## config.mk

```make
export PLATFORM = sky130hd
export DESIGN_NAME = apb_master_gen2
export DESIGN_NICKNAME = d
export VERILOG_FILES = /design/src/rtl/apb_gen2_pkg.sv /design/src/rtl/apb_gen2_decode.sv /design/src/rtl/apb_master_gen2.sv
export SDC_FILE = /design/constraint.sdc
export NUM_CORES = 1
export LEC_CHECK = 0
export BUFFER_PORTS_ARGS = -buffer_cell sky130_fd_sc_hd__buf_2
export CAP_MARGIN = 5
export CORE_MARGIN = 2
export CORE_UTILIZATION = 47
export DETAILED_ROUTE_END_ITERATION = 8
export GPL_ROUTABILITY_DRIVEN = 0
export HOLD_SLACK_MARGIN = 0.1
export PLACE_DENSITY = 0.95
export SLEW_MARGIN = 0
export SYNTH_ARGS = -nofsm -noshare
export SYNTH_HDL_FRONTEND = slang
export SYNTH_HIERARCHICAL = 1
export SYNTH_SLANG_ARGS = --single-unit
```

## constraint.sdc

```tcl
create_clock -name pclk -period 6 [get_ports pclk]
set_input_delay 0 -clock pclk [delete_from_list [all_inputs] [get_ports pclk]]
set_output_delay 0 -clock pclk [all_outputs]
set_load 0.02 [all_outputs]
```

## src/rtl/apb_gen2_pkg.sv

```systemverilog
// Shared types and constants for the generation-2 APB master:
// FSM state encoding, default parameter values and slave-index width.
package apb_gen2_pkg;

  typedef enum logic [1:0] {
    IDLE   = 2'd0,
    SETUP  = 2'd1,
    ACCESS = 2'd2,
    RESP   = 2'd3
  } state_t;

  localparam int unsigned DEF_ADDR_W      = 8;
  localparam int unsigned DEF_DATA_W      = 8;
  localparam int unsigned DEF_NUM_SLAVES  = 4;
  localparam int unsigned DEF_TIMEOUT_CYC = 255;

  // Slave-index width: clog2 of the fan-out, never below one bit.
  function automatic int unsigned sel_w(input int unsigned n);
    return (n <= 2) ? 1 : $clog2(n);
  endfunction

endpackage

```

## src/rtl/apb_gen2_decode.sv

```systemverilog
// Combinational slave decode: index to one-hot select, range check,
// and selection of the addressed slave's pready/prdata/pslverr.
module apb_gen2_decode
  import apb_gen2_pkg::*;
#(
  parameter int unsigned NUM_SLAVES = DEF_NUM_SLAVES,
  parameter int unsigned DATA_W     = DEF_DATA_W,
  parameter int unsigned SEL_W      = sel_w(NUM_SLAVES)
) (
  input  logic [SEL_W-1:0]             idx,
  input  logic [NUM_SLAVES-1:0]        pready,
  input  logic [NUM_SLAVES*DATA_W-1:0] prdata,
  input  logic [NUM_SLAVES-1:0]        pslverr,
  output logic [NUM_SLAVES-1:0]        sel_oh_c,
  output logic                         in_range_c,
  output logic                         pready_c,
  output logic [DATA_W-1:0]            prdata_c,
  output logic                         pslverr_c
);

  localparam int unsigned CMP_W = SEL_W + 1;

  always_comb begin : decode_mux
    sel_oh_c   = '0;
    pready_c   = 1'b0;
    prdata_c   = '0;
    pslverr_c  = 1'b0;
    in_range_c = ({1'b0, idx} < CMP_W'(NUM_SLAVES));
    for (int i = 0; i < int'(NUM_SLAVES); i++) begin
      if (idx == SEL_W'(i)) begin
        sel_oh_c[i] = 1'b1;
        pready_c    = pready[i];
        prdata_c    = prdata[i*DATA_W +: DATA_W];
        pslverr_c   = pslverr[i];
      end
    end
  end

endmodule

```

## src/rtl/apb_master_gen2.sv

```systemverilog
// Single-outstanding APB master: accepts a command, runs SETUP/ACCESS on the
// addressed slave and reports a one-cycle response. Optional access-timeout
// watchdog enabled by defining APB_MASTER_GEN2_TIMEOUT_EN.
module apb_master_gen2
  import apb_gen2_pkg::*;
#(
  parameter int unsigned ADDR_W      = DEF_ADDR_W,
  parameter int unsigned DATA_W      = DEF_DATA_W,
  parameter int unsigned NUM_SLAVES  = DEF_NUM_SLAVES,
  parameter int unsigned TIMEOUT_CYC = DEF_TIMEOUT_CYC
) (
  input  logic                         pclk,
  input  logic                         prst,
  input  logic                         req_valid,
  output logic                         req_ready,
  input  logic                         req_write,
  input  logic [ADDR_W-1:0]            req_addr,
  input  logic [DATA_W-1:0]            req_wdata,
  input  logic [DATA_W/8-1:0]          req_strb,
  output logic                         rsp_valid,
  output logic [DATA_W-1:0]            rsp_rdata,
  output logic                         rsp_err,
  output logic [NUM_SLAVES-1:0]        psel,
  output logic                         penable,
  output logic                         pwrite,
  output logic [ADDR_W-1:0]            paddr,
  output logic [DATA_W-1:0]            pwdata,
  output logic [DATA_W/8-1:0]          pstrb,
  input  logic [NUM_SLAVES-1:0]        pready,
  input  logic [NUM_SLAVES*DATA_W-1:0] prdata,
  input  logic [NUM_SLAVES-1:0]        pslverr
);

  localparam int unsigned SEL_W  = sel_w(NUM_SLAVES);
  localparam int unsigned STRB_W = DATA_W / 8;

  state_t state, state_d;

  logic [SEL_W-1:0]      idx_c;
  logic [NUM_SLAVES-1:0] sel_oh_c;
  logic                  in_range_c;
  logic                  pready_c;
  logic [DATA_W-1:0]     prdata_c;
  logic                  pslverr_c;
  logic                  accept_c;
  logic                  timeout_c;

  logic                  req_ready_d, rsp_valid_d, rsp_err_d, penable_d, pwrite_d;
  logic [DATA_W-1:0]     rsp_rdata_d, pwdata_d;
  logic [NUM_SLAVES-1:0] psel_d;
  logic [ADDR_W-1:0]     paddr_d;
  logic [STRB_W-1:0]     pstrb_d;

  // In IDLE decode the incoming command; otherwise the captured address.
  assign idx_c    = (state == IDLE) ? req_addr[ADDR_W-1 -: SEL_W] : paddr[ADDR_W-1 -: SEL_W];
  assign accept_c = (state == IDLE) && req_valid && req_ready;

  apb_gen2_decode #(
    .NUM_SLAVES (NUM_SLAVES),
    .DATA_W     (DATA_W),
    .SEL_W      (SEL_W)
  ) u_decode (
    .idx        (idx_c),
    .pready     (pready),
    .prdata     (prdata),
    .pslverr    (pslverr),
    .sel_oh_c   (sel_oh_c),
    .in_range_c (in_range_c),
    .pready_c   (pready_c),
    .prdata_c   (prdata_c),
    .pslverr_c  (pslverr_c)
  );

`ifdef APB_MASTER_GEN2_TIMEOUT_EN
  localparam int unsigned TO_W = (TIMEOUT_CYC < 2) ? 1 : $clog2(TIMEOUT_CYC);

  logic [TO_W-1:0] to_cnt;

  // Counts stalled ACCESS cycles; idle at zero outside ACCESS.
  always_ff @(posedge pclk) begin
    if (prst || state != ACCESS) begin
      to_cnt <= '0;
    end else if (!pready_c) begin
      to_cnt <= to_cnt + TO_W'(1);
    end
  end

  assign timeout_c = (state == ACCESS) && !pready_c && (to_cnt == TO_W'(TIMEOUT_CYC - 1));
`else
  assign timeout_c = 1'b0;
`endif

  // State register.
  always_ff @(posedge pclk) begin
    if (prst) begin
      state <= IDLE;
    end else begin
      state <= state_d;
    end
  end

  // Next-state logic.
  always_comb begin
    state_d = state;
    case (state)
      IDLE:    if (accept_c) state_d = in_range_c ? SETUP : RESP;
      SETUP:   state_d = ACCESS;
      ACCESS:  if (pready_c || timeout_c) state_d = RESP;
      RESP:    state_d = IDLE;
      default: state_d = IDLE;
    endcase
  end

  // Next values of the registered outputs.
  always_comb begin
    req_ready_d = (state_d == IDLE);
    penable_d   = (state_d == ACCESS);
    rsp_valid_d = (state_d == RESP);
    psel_d      = (state_d == SETUP || state_d == ACCESS) ? sel_oh_c : '0;
    paddr_d     = paddr;
    pwrite_d    = pwrite;
    pwdata_d    = pwdata;
    pstrb_d     = pstrb;
    rsp_rdata_d = rsp_rdata;
    rsp_err_d   = rsp_err;

    if (accept_c && in_range_c) begin
      paddr_d  = req_addr;
      pwrite_d = req_write;
      pstrb_d  = req_write ? req_strb : '0;
      if (req_write) pwdata_d = req_wdata;
    end

    if (accept_c && !in_range_c) begin
      rsp_rdata_d = '0;
      rsp_err_d   = 1'b1;
    end

    if (state == ACCESS && pready_c) begin
      rsp_rdata_d = pwrite ? '0 : prdata_c;
      rsp_err_d   = pslverr_c;
    end else if (timeout_c) begin
      rsp_rdata_d = '0;
      rsp_err_d   = 1'b1;
    end
  end

  // Output registers.
  always_ff @(posedge pclk) begin
    if (prst) begin
      req_ready <= 1'b0;
      rsp_valid <= 1'b0;
      rsp_rdata <= '0;
      rsp_err   <= 1'b0;
      psel      <= '0;
      penable   <= 1'b0;
      pwrite    <= 1'b0;
      paddr     <= '0;
      pwdata    <= '0;
      pstrb     <= '0;
    end else begin
      req_ready <= req_ready_d;
      rsp_valid <= rsp_valid_d;
      rsp_rdata <= rsp_rdata_d;
      rsp_err   <= rsp_err_d;
      psel      <= psel_d;
      penable   <= penable_d;
      pwrite    <= pwrite_d;
      paddr     <= paddr_d;
      pwdata    <= pwdata_d;
      pstrb     <= pstrb_d;
    end
  end

endmodule

```

==> impl_metrics.yaml, run 1 <==
critical_path:
  cp_max_fo: 14
  cp.arrival_ns: 3.30
  cp.required_ns: 6.29
  end_kind: "register"
  criticalPathCategory: "reg -> reg"
  start_kind: "register"
timing:
  max_slew_margin_pct: 51.5
  setup_viol_count_final: 0
  whs_ns: 0.122
  fin_skew_ns: 0.00898
  rsz0062_at_grt: "false"
  tns_ns: 0
  finalCritPeriodShare_pct: 50.3
  period_needed_ns: 3.02
  worst_slew_pin_slew_ns: 0.725
  fin_ws_ns: 2.98
  max_freq_ghz: 0.331
  slew_viol_final: 0
  hold_viol: 0
synthesis:
  synth_cells: 164
  synth_top_area_share_pct: 42.2
  ys_types: 32
  synth_top_cell_by_area: "dfxtp_1"
  synthMostInstantiatedCell: "dfxtp_1"
  avgSynthCellArea_um2: 10.4
  synth_area_leaders: "dfxtp_1 42%, mux4_2 7.9%, mux4_1 6.1%"
  synth_edf_count: 0
  ys.flop_type: "dfxtp_1"
  yosysSeqAreaShare_pct: 42.2
  ys_top_cells_by_count: "36 x dfxtp_1, 20 x nand2_1, 18 x a21oi_1"
  ys_ff_latch: 36
  async_reset_ff_share_pct: 0
  ys_warn_count: 6
  synth_area_um2: 1710
  syn_nets: 231
drt:
  drt_iter0_markers: 52
  drc: 0
  vias: 1809
  antenna_left: 0
  wl_per_cell_um: 15.2
  drtPass1Iterations: 5
  wl_mm: 5.11
  vias_per_cell: 5.40
power:
  peakVddDrop_mv: 0.179
  leakagePower_nw: 1.16
  powerDensity_nw_per_um2: 296
  power_mw: 0.750
placed_design:
  dp_slack_ns: 3.04
  dp_hpwl_mm: 3.33
  port_buffers: 94
min_path:
  min_path_type: "in -> reg"
floorplanning:
  core-area_um2: 3420
  die_x_um: 64.3
  start_util_pct: 50.0
  num_rows: 21
  ios: 95
  die_h_um: 64.3
  dieArea_um2: 4140
clocking:
  cts_resized: 0
  root_buffer: "clkbuf_4"
  post_cts_buffers: 0
  cts_buffers: 5
  cts_buffer_depth: 2
  clock_sinks: 36
  ctsHtreeMaxLevel: 2
  clk_pin_slew_ns: 0.10
  insertion_delay_ns: 0.34
  ctsHoldBuffers: 35
  cts_tree: "yes"
cells_and_area:
  fillers: 239
  layout-drive-gt1-share_pct: 38.8
  area_growth_pct: 48.0
  finish.utilization_pct: 74.1
  num_antenna_cells: 0
  nNetsFinal: 356
global_routing:
  grt_pass1_vias: 1823
  grt_overflow: 0
  grt_max_degree: 28
  grtUsageTotal_pct: 25.3
  antenna_found_initial: 0
  grt_pass1_wl_mm: 8.02
status:
  status: "completed"
flow_run:
  max_cap_violations: 0
## metal layers
metal / GRT usage, % / up-vias / part of all wire, %
li1: - / 838 / -
met1: 23.6 / 857 / 35
met2: 48.8 / 90 / 55
met3: 6.69 / 24 / 5.6
met4: 14.6 / 0 / 4.9
met5: 0 / - / 0
## critical path, stage by stage, from the launching register on
cell and delay [ns]:
dfxtp_1 0.38, inv_1 0.07, ha_1 0.26, mux2_2 0.50, mux4_1 0.62, nor3_1 0.23
a311o_1 0.28, ha_1 0.28, nor2_1 0.18, and2_1 0.16
## cells by family (layout without fill, tap and decap cells)
logic type,after synthesis,in the layout,share of synthesized area (%)
buffers and inverters,16,141,7.17
multiplexers,12,12,15.4
other,1,1,0.219
adder cells (fa/ha/maj),6,6,4.39
flip-flops,36,36,42.2
AO/OA/AOI/OAI,36,36,12.7
AND/OR/NAND/NOR,57,57,17.9
## state kept, by name (all words and copies together) (netlist names)
signal     count
state          2
req_ready      1
paddr          8
rsp_rdata      8
pwrite         1
rsp_valid      1
penable        1
psel           4
pstrb          1
rsp_err        1
pwdata         8
## cell usage in the layout, fill, tap and decap left out, drive strengths merged, types with 2 or more instances in the layout
cell          n
and2          5
nand3        10
nor2          7
clkbuf        6
nor3b         2
o21ai         8
ha            6
nand2        20
nor2b         4
buf          94
mux4         10
dlygate4sd3  35
inv           5
dfxtp        36
a21oi        18
mux2          2
nor3          4
a22o          8
## final cells by class
| cell class | instances | area, um^2 | share of cell area [%] |
|---|---|---|---|
| Multi-Input combinational cell | 112 | 866 | 34.2 |
| Clock inverter | 1 | 5.00 | 0.198 |
| Timing Repair Buffer | 129 | 821 | 32.4 |
| Clock buffer | 6 | 41.3 | 1.63 |
| Inverter | 5 | 18.8 | 0.742 |
| Sequential cell | 36 | 721 | 28.5 |
| Tap cell | 46 | 57.6 | 2.27 |
## power breakdown
part | internal (mW) | switching [mW]
logic | 0.154 | 0.180
clock network | 0.0432 | 0.0766
registers | 0.276 | 0.0195
## metrics by stage
stage | cells | instance area (um^2)
floorplan | 164 | 1710
global placement | 293 | 2130
detailed placement | 293 | 2130
CTS | 335 | 2530
global route | 335 | 2530
finish | 335 | 2530
## worst paths after layout
path / startpoint / to / slack, ns / cells after the start
hold / removal: prst / rsp_valid$_SDFF_PP0_ / 0.12 / 2
setup reg to reg: state[1]$_SDFF_PP0_ / psel[2]$_SDFF_PP0_ / 2.98 / 9
setup / recovery: state[1]$_SDFF_PP0_ / psel[2]$_SDFF_PP0_ / 2.98 / 9
hold reg to reg: paddr[2]$_SDFFE_PP0P_ / paddr[2]$_SDFFE_PP0P_ / 0.46 / 2
Power figures use the tool's default switching activity.
==> run 2, diff against run 1 <==
--- a/config.mk
+++ b/config.mk
@@ -8,11 +8,11 @@
 export BUFFER_PORTS_ARGS = -buffer_cell sky130_fd_sc_hd__buf_2
 export CAP_MARGIN = 5
 export CORE_MARGIN = 2
-export CORE_UTILIZATION = 47
+export CORE_UTILIZATION = 40
 export DETAILED_ROUTE_END_ITERATION = 8
 export GPL_ROUTABILITY_DRIVEN = 0
 export HOLD_SLACK_MARGIN = 0.1
-export PLACE_DENSITY = 0.95
+export PLACE_DENSITY = 0.87
 export SLEW_MARGIN = 0
 export SYNTH_ARGS = -nofsm -noshare
 export SYNTH_HDL_FRONTEND = slang
==> constraint.sdc (replaced) <==
create_clock -name pclk -period 2.61 [get_ports pclk]
set_input_delay 0 -clock pclk [delete_from_list [all_inputs] [get_ports pclk]]
set_output_delay 0 -clock pclk [all_outputs]
set_load 0.02 [all_outputs]
==> run 2 against run 1 <==
Clock skew is 0.0069 ns lower. Cell count unchanged. Largest power group unchanged. Combinational power is 130% higher. Via count is 7.6% lower. Die area up 16%. Critical endpoint unchanged. Highest routed layer unchanged. Register-to-register slack worse by 2.9 ns. Worst setup slack got worse by 2.9 ns. Sequential cell count is the same. Sequential power rose by 130%. Fmax is 19% higher. Clock power rose to 3.3 times the previous value.
==> impl_metrics.yaml, run 2 (synthesis results as in run 1) <==
status:
  status: "completed"
critical_path:
  critPathMaxStageDelay_ns: 0.49
  start_kind: "register"
  r2r_slack_ns: 0.08
  cp.arrival_ns: 2.76
  end_kind: "register"
  crit_top_cell: "ha_1"
  critPathSlowestCell: "mux4_1"
  cp.required_ns: 2.83
  path_cells: "inv_1 -> ha_1 -> mux2_2 -> mux4_1 -> nor3_1 -> a311o_1 -> ha_1 -> nor2_1 -> and2_1"
  criticalPathCategory: "reg -> reg"
  cp_max_fo: 4
placed_design:
  dp_hpwl_mm: 3.13
  port_buffers: 94
  place_area_um2: 2160
  dp_slack_ns: 0.0330
cells_and_area:
  top_regs: "paddr x8, pwdata x8, rsp_rdata x8"
  area_growth_pct: 47.2
  nNetsFinal: 351
  layout-drive-gt1-share_pct: 41.1
  fin_area_um2: 2520
  num_antenna_cells: 0
  layout_common_cells: "94 x buf_2, 36 x dfxtp_1, 25 x dlygate4sd3_1, 20 x nand2_1, 18 x a21oi_1"
  layout_commonest_cell: "buf_2"
global_routing:
  grt_overflow: 0
  grt_pass1_wl_mm: 7.58
  grt_max_degree: 28
  grt_pass1_vias: 1652
  antenna_found_initial: 0
  grtUsageTotal_pct: 19.9
clocking:
  clk_pin_slew_ns: 0.07
  cts_tree: "yes"
  ctsHtreeMaxLevel: 2
  cts_resized: 0
  root_buffer: "clkbuf_8"
  insertion_delay_ns: 0.28
  cts_buffer_depth: 2
  clock_sinks: 36
  cts_buffers: 5
floorplanning:
  start_util_pct: 42.1
  num_rows: 23
  ios: 95
  die_h_um: 69.4
  core-area_um2: 4060
  die_x_um: 69.4
  dieArea_um2: 4810
power:
  switching_share_pct: 33.9
  pwr-share-comb_pct: 41.4
  leakagePower_nw: 1.16
  seqPwrFrac_pct: 36.9
  p_sw_mw: 0.622
  internal_power_mw: 1.21
  peakVddDrop_mv: 0.449
  power_frac_clock_pct: 21.7
  power_mw: 1.84
  powerDensity_nw_per_um2: 730
drt:
  drtPass1Iterations: 4
  wl_per_cell_um: 14.0
  vias: 1671
  drc: 0
  drt_iter0_markers: 62
  vias_per_cell: 4.99
  antenna_left: 0
  wl_mm: 4.70
timing:
  period_needed_ns: 2.53
  tns_ns: 0
  hold_viol: 0
  finalCritPeriodShare_pct: 97.1
  fin_skew_ns: 0.00205
  slew_viol_final: 0
  worst_slew_pin_slew_ns: 0.703
  setup_viol_count_final: 0
  max_slew_margin_pct: 53.0
  max_freq_ghz: 0.395
  fin_ws_ns: 0.0761
min_path:
  min_path_type: "in -> reg"
flow_run:
  max_cap_violations: 0
## run 2: cell types whose count changed in the layout (fill, tap and decap cells not counted), sizes merged
| cell | previous run | this run |
|---|---|---|
| clkbuf | 6 | 8 |
| clkinv | 1 | 0 |
| dlygate4sd3 | 35 | 25 |
| buf | 94 | 99 |
## run 2: final timing paths
check | start | to | cells after the start
setup / recovery | state[0]$_SDFF_PP0_ | psel[2]$_SDFF_PP0_ | 9
hold reg to reg | paddr[5]$_SDFFE_PP0P_ | paddr[5]$_SDFFE_PP0P_ | 2
hold / removal | prdata[24] | rsp_rdata[0]$_SDFFE_PP0P_ | 3
setup reg to reg | state[0]$_SDFF_PP0_ | psel[2]$_SDFF_PP0_ | 9
## run 2: worst max-delay path, delay by kind of cell, from the launching register on
kind / cells / cell delay [ns]
AOI/OAI and AO/OA: 1 / 0.21
DFF: 1 / 0.31
buffers and inverters: 1 / 0.12
adders and majority gates: 2 / 0.45
and+or+nand+nor: 3 / 0.54
muxes: 2 / 0.85
## run 2: cell type report
class | count | area [um^2]
Timing Repair Buffer | 124 | 758
Sequential cell | 36 | 721
Fill cell | 343 | 1540
Tap cell | 50 | 62.6
Clock buffer | 8 | 90.1
Inverter | 5 | 18.8
Multi-Input combinational cell | 112 | 866
## run 2: what timing repair did
item                                   CTS  global route
setup endpoints to repair                0             4
hold buffers                            25             0
setup buffers                            0             2
endpoints found under the hold margin   18             0
## run 2: routing by layer
| metal | share of wire, % | track usage, % | vias up |
|---|---|---|---|
| met5 | 0 | 0 | - |
| met4 | 3.5 | 10.2 | 0 |
| met3 | 5.1 | 6.10 | 16 |
| met2 | 51 | 33.4 | 56 |
| met1 | 41 | 22.7 | 773 |
| li1 | - | - | 826 |
## run 2: metrics by stage
step | utilization (%) | hold slack (ns) | instances
2_1_floorplan | - | 0.131 | 164
4_1_cts | 61.6 | 0.137 | 333
3_3_place_gp | 53.3 | 0.243 | 300
6_report | 62.0 | 0.149 | 335
3_5_place_dp | 53.3 | 0.245 | 300
5_1_grt | 62.0 | 0.132 | 335
## run 2: power by group through the flow
stage               combinational [mW]  clock, mW  sequential, mW
global route                     0.835      0.444           0.688
global placement                 0.677          0           0.685
finish                           0.761      0.398           0.677
CTS                              0.728      0.411           0.677
detailed placement               0.702          0           0.689
floorplan                        0.425          0           0.783
==> run 3, diff against run 2 <==
--- a/config.mk
+++ b/config.mk
@@ -12,7 +12,7 @@
 export DETAILED_ROUTE_END_ITERATION = 8
 export GPL_ROUTABILITY_DRIVEN = 0
 export HOLD_SLACK_MARGIN = 0.1
-export PLACE_DENSITY = 0.87
+export PLACE_DENSITY_LB_ADDON = 0.2
 export SLEW_MARGIN = 0
 export SYNTH_ARGS = -nofsm -noshare
 export SYNTH_HDL_FRONTEND = slang
==> run 3 against run 2 <==
Non-clock buffer count rose by 1. Clock power fell by 15%. Hold slack gained 0.0038 ns. Total power fell by 4.0%. Critical path depth unchanged. Fmax rose by 4.7%. Core utilization fell by 0.062 points. Via count fell by 1.1%. Worst setup slack gained 0.11 ns. Critical path type unchanged. Largest cell class unchanged.
==> impl_metrics.yaml, run 3 (synthesis results as in run 1) <==
floorplanning:
  start_util_pct: 42.1
  num_rows: 23
  die_x_um: 69.4
  dieArea_um2: 4810
  die_h_um: 69.4
  ios: 95
  core-area_um2: 4060
drt:
  wl_met2_mm: 2.16
  vias: 1653
  drc: 0
  vias_per_cell: 4.96
  wl_mm: 4.32
  drt_iter0_markers: 56
  antenna_left: 0
  highest-signal-layer: "met4"
  wl_per_cell_um: 13.0
  drtPass1Iterations: 4
  drt-met1-wl_mm: 1.87
  detailroute.wirelength.met3_um: 239
clocking:
  cts_buffer_depth: 2
  cts_tree: "yes"
  clk_pin_slew_ns: 0.06
  insertion_delay_ns: 0.28
  clock_sinks: 36
  ctsHtreeMaxLevel: 2
  cts_buffers: 5
  root_buffer: "clkbuf_8"
status:
  status: "completed"
cells_and_area:
  layout_common_cells: "94 x buf_2, 36 x dfxtp_1, 27 x dlygate4sd3_1, 20 x nand2_1, 18 x a21oi_1"
  nNetsFinal: 352
  final_cells: 333
  fin_area_um2: 2510
  area_growth_pct: 47.1
  top_regs: "paddr x8, pwdata x8, rsp_rdata x8"
  layout-drive-gt1-share_pct: 42.4
  finish.utilization_pct: 61.9
  num_antenna_cells: 0
  layout_commonest_cell: "buf_2"
placed_design:
  dp_hpwl_mm: 2.99
  place_area_um2: 2160
  dp_slack_ns: 0.100
  port_buffers: 94
  place_inst: 300
power:
  peakVddDrop_mv: 0.321
  powerDensity_nw_per_um2: 702
  power_mw: 1.76
  leakagePower_nw: 1.15
timing:
  fin_skew_ns: 0.00681
  rsz0062_at_grt: "false"
  whs_ns: 0.153
  hold_viol: 0
  max_freq_ghz: 0.413
  worst_slew_pin_slew_ns: 0.738
  period_needed_ns: 2.42
  max_slew_margin_pct: 50.7
  finalCritPeriodShare_pct: 92.7
  setup_viol_count_final: 0
  slew_viol_final: 0
  tns_ns: 0
  fin_ws_ns: 0.190
global_routing:
  grt_pass1_vias: 1669
  grtUsageTotal_pct: 18.7
  antenna_found_initial: 0
  grt_max_degree: 28
  grt_overflow: 0
  grt_pass1_wl_mm: 7.38
critical_path:
  start_kind: "register"
  cp.arrival_ns: 2.64
  cp_max_fo: 4
  criticalPathCategory: "reg -> reg"
  cp.required_ns: 2.83
  end_kind: "register"
  reg2regPathDepth: 9
flow_run:
  max_cap_violations: 0
min_path:
  min_path_type: "in -> reg"
  min_path_cells: 3
-- run 3: cell count changes in the layout (fill, tap and decap cells not counted), sizes merged --
cell / change
clkbuf: -3
buf: -1
dlygate4sd3: +2
-- run 3: final timing paths --
check                        startpoint                        end  slack, ns
setup / recovery    state[0]$_SDFF_PP0_         psel[0]$_SDFF_PP0_       0.19
hold / removal                prdata[3]  rsp_rdata[3]$_SDFFE_PP0P_       0.15
setup reg to reg    state[0]$_SDFF_PP0_         psel[0]$_SDFF_PP0_       0.19
hold reg to reg   paddr[4]$_SDFFE_PP0P_      paddr[4]$_SDFFE_PP0P_       0.45
-- run 3: area by class of cell --
cell class / instances / area [um^2]
Multi-Input combinational cell: 112 / 872
Tap cell: 50 / 62.6
Inverter: 5 / 18.8
Timing Repair Buffer: 125 / 771
Sequential cell: 36 / 721
Clock buffer: 5 / 68.8
Fill cell: 365 / 1540
-- run 3: power breakdown --
part / switching [mW] / internal, mW
registers: 0.0420 / 0.636
clock network: 0.167 / 0.172
logic: 0.388 / 0.360
total: 0.596 / 1.17
-- run 3: metal layers --
layer,GRT usage [%],vias up
li1,-,827
met1,22.2,768
met2,33.4,53
met4,4.58,0
met5,0,-
met3,5.23,5
-- run 3: critical path, cell delays in order, from the launching register on --
cell and delay [ns]:
dfxtp_1 0.33, inv_2 0.09, ha_2 0.19, mux2_2 0.36
mux4_2 0.45, nor3_2 0.18, a311o_1 0.22, ha_1 0.27
nor2_2 0.14, and2_1 0.13
-- run 3: what timing repair did --
item / 4_1_cts / 5_1_grt
setup endpoints to repair: 0 / 4
setup buffers: 0 / 1
resized for setup: 0 / 5
endpoints found under the hold margin: 18 / 0
hold buffers: 27 / 0
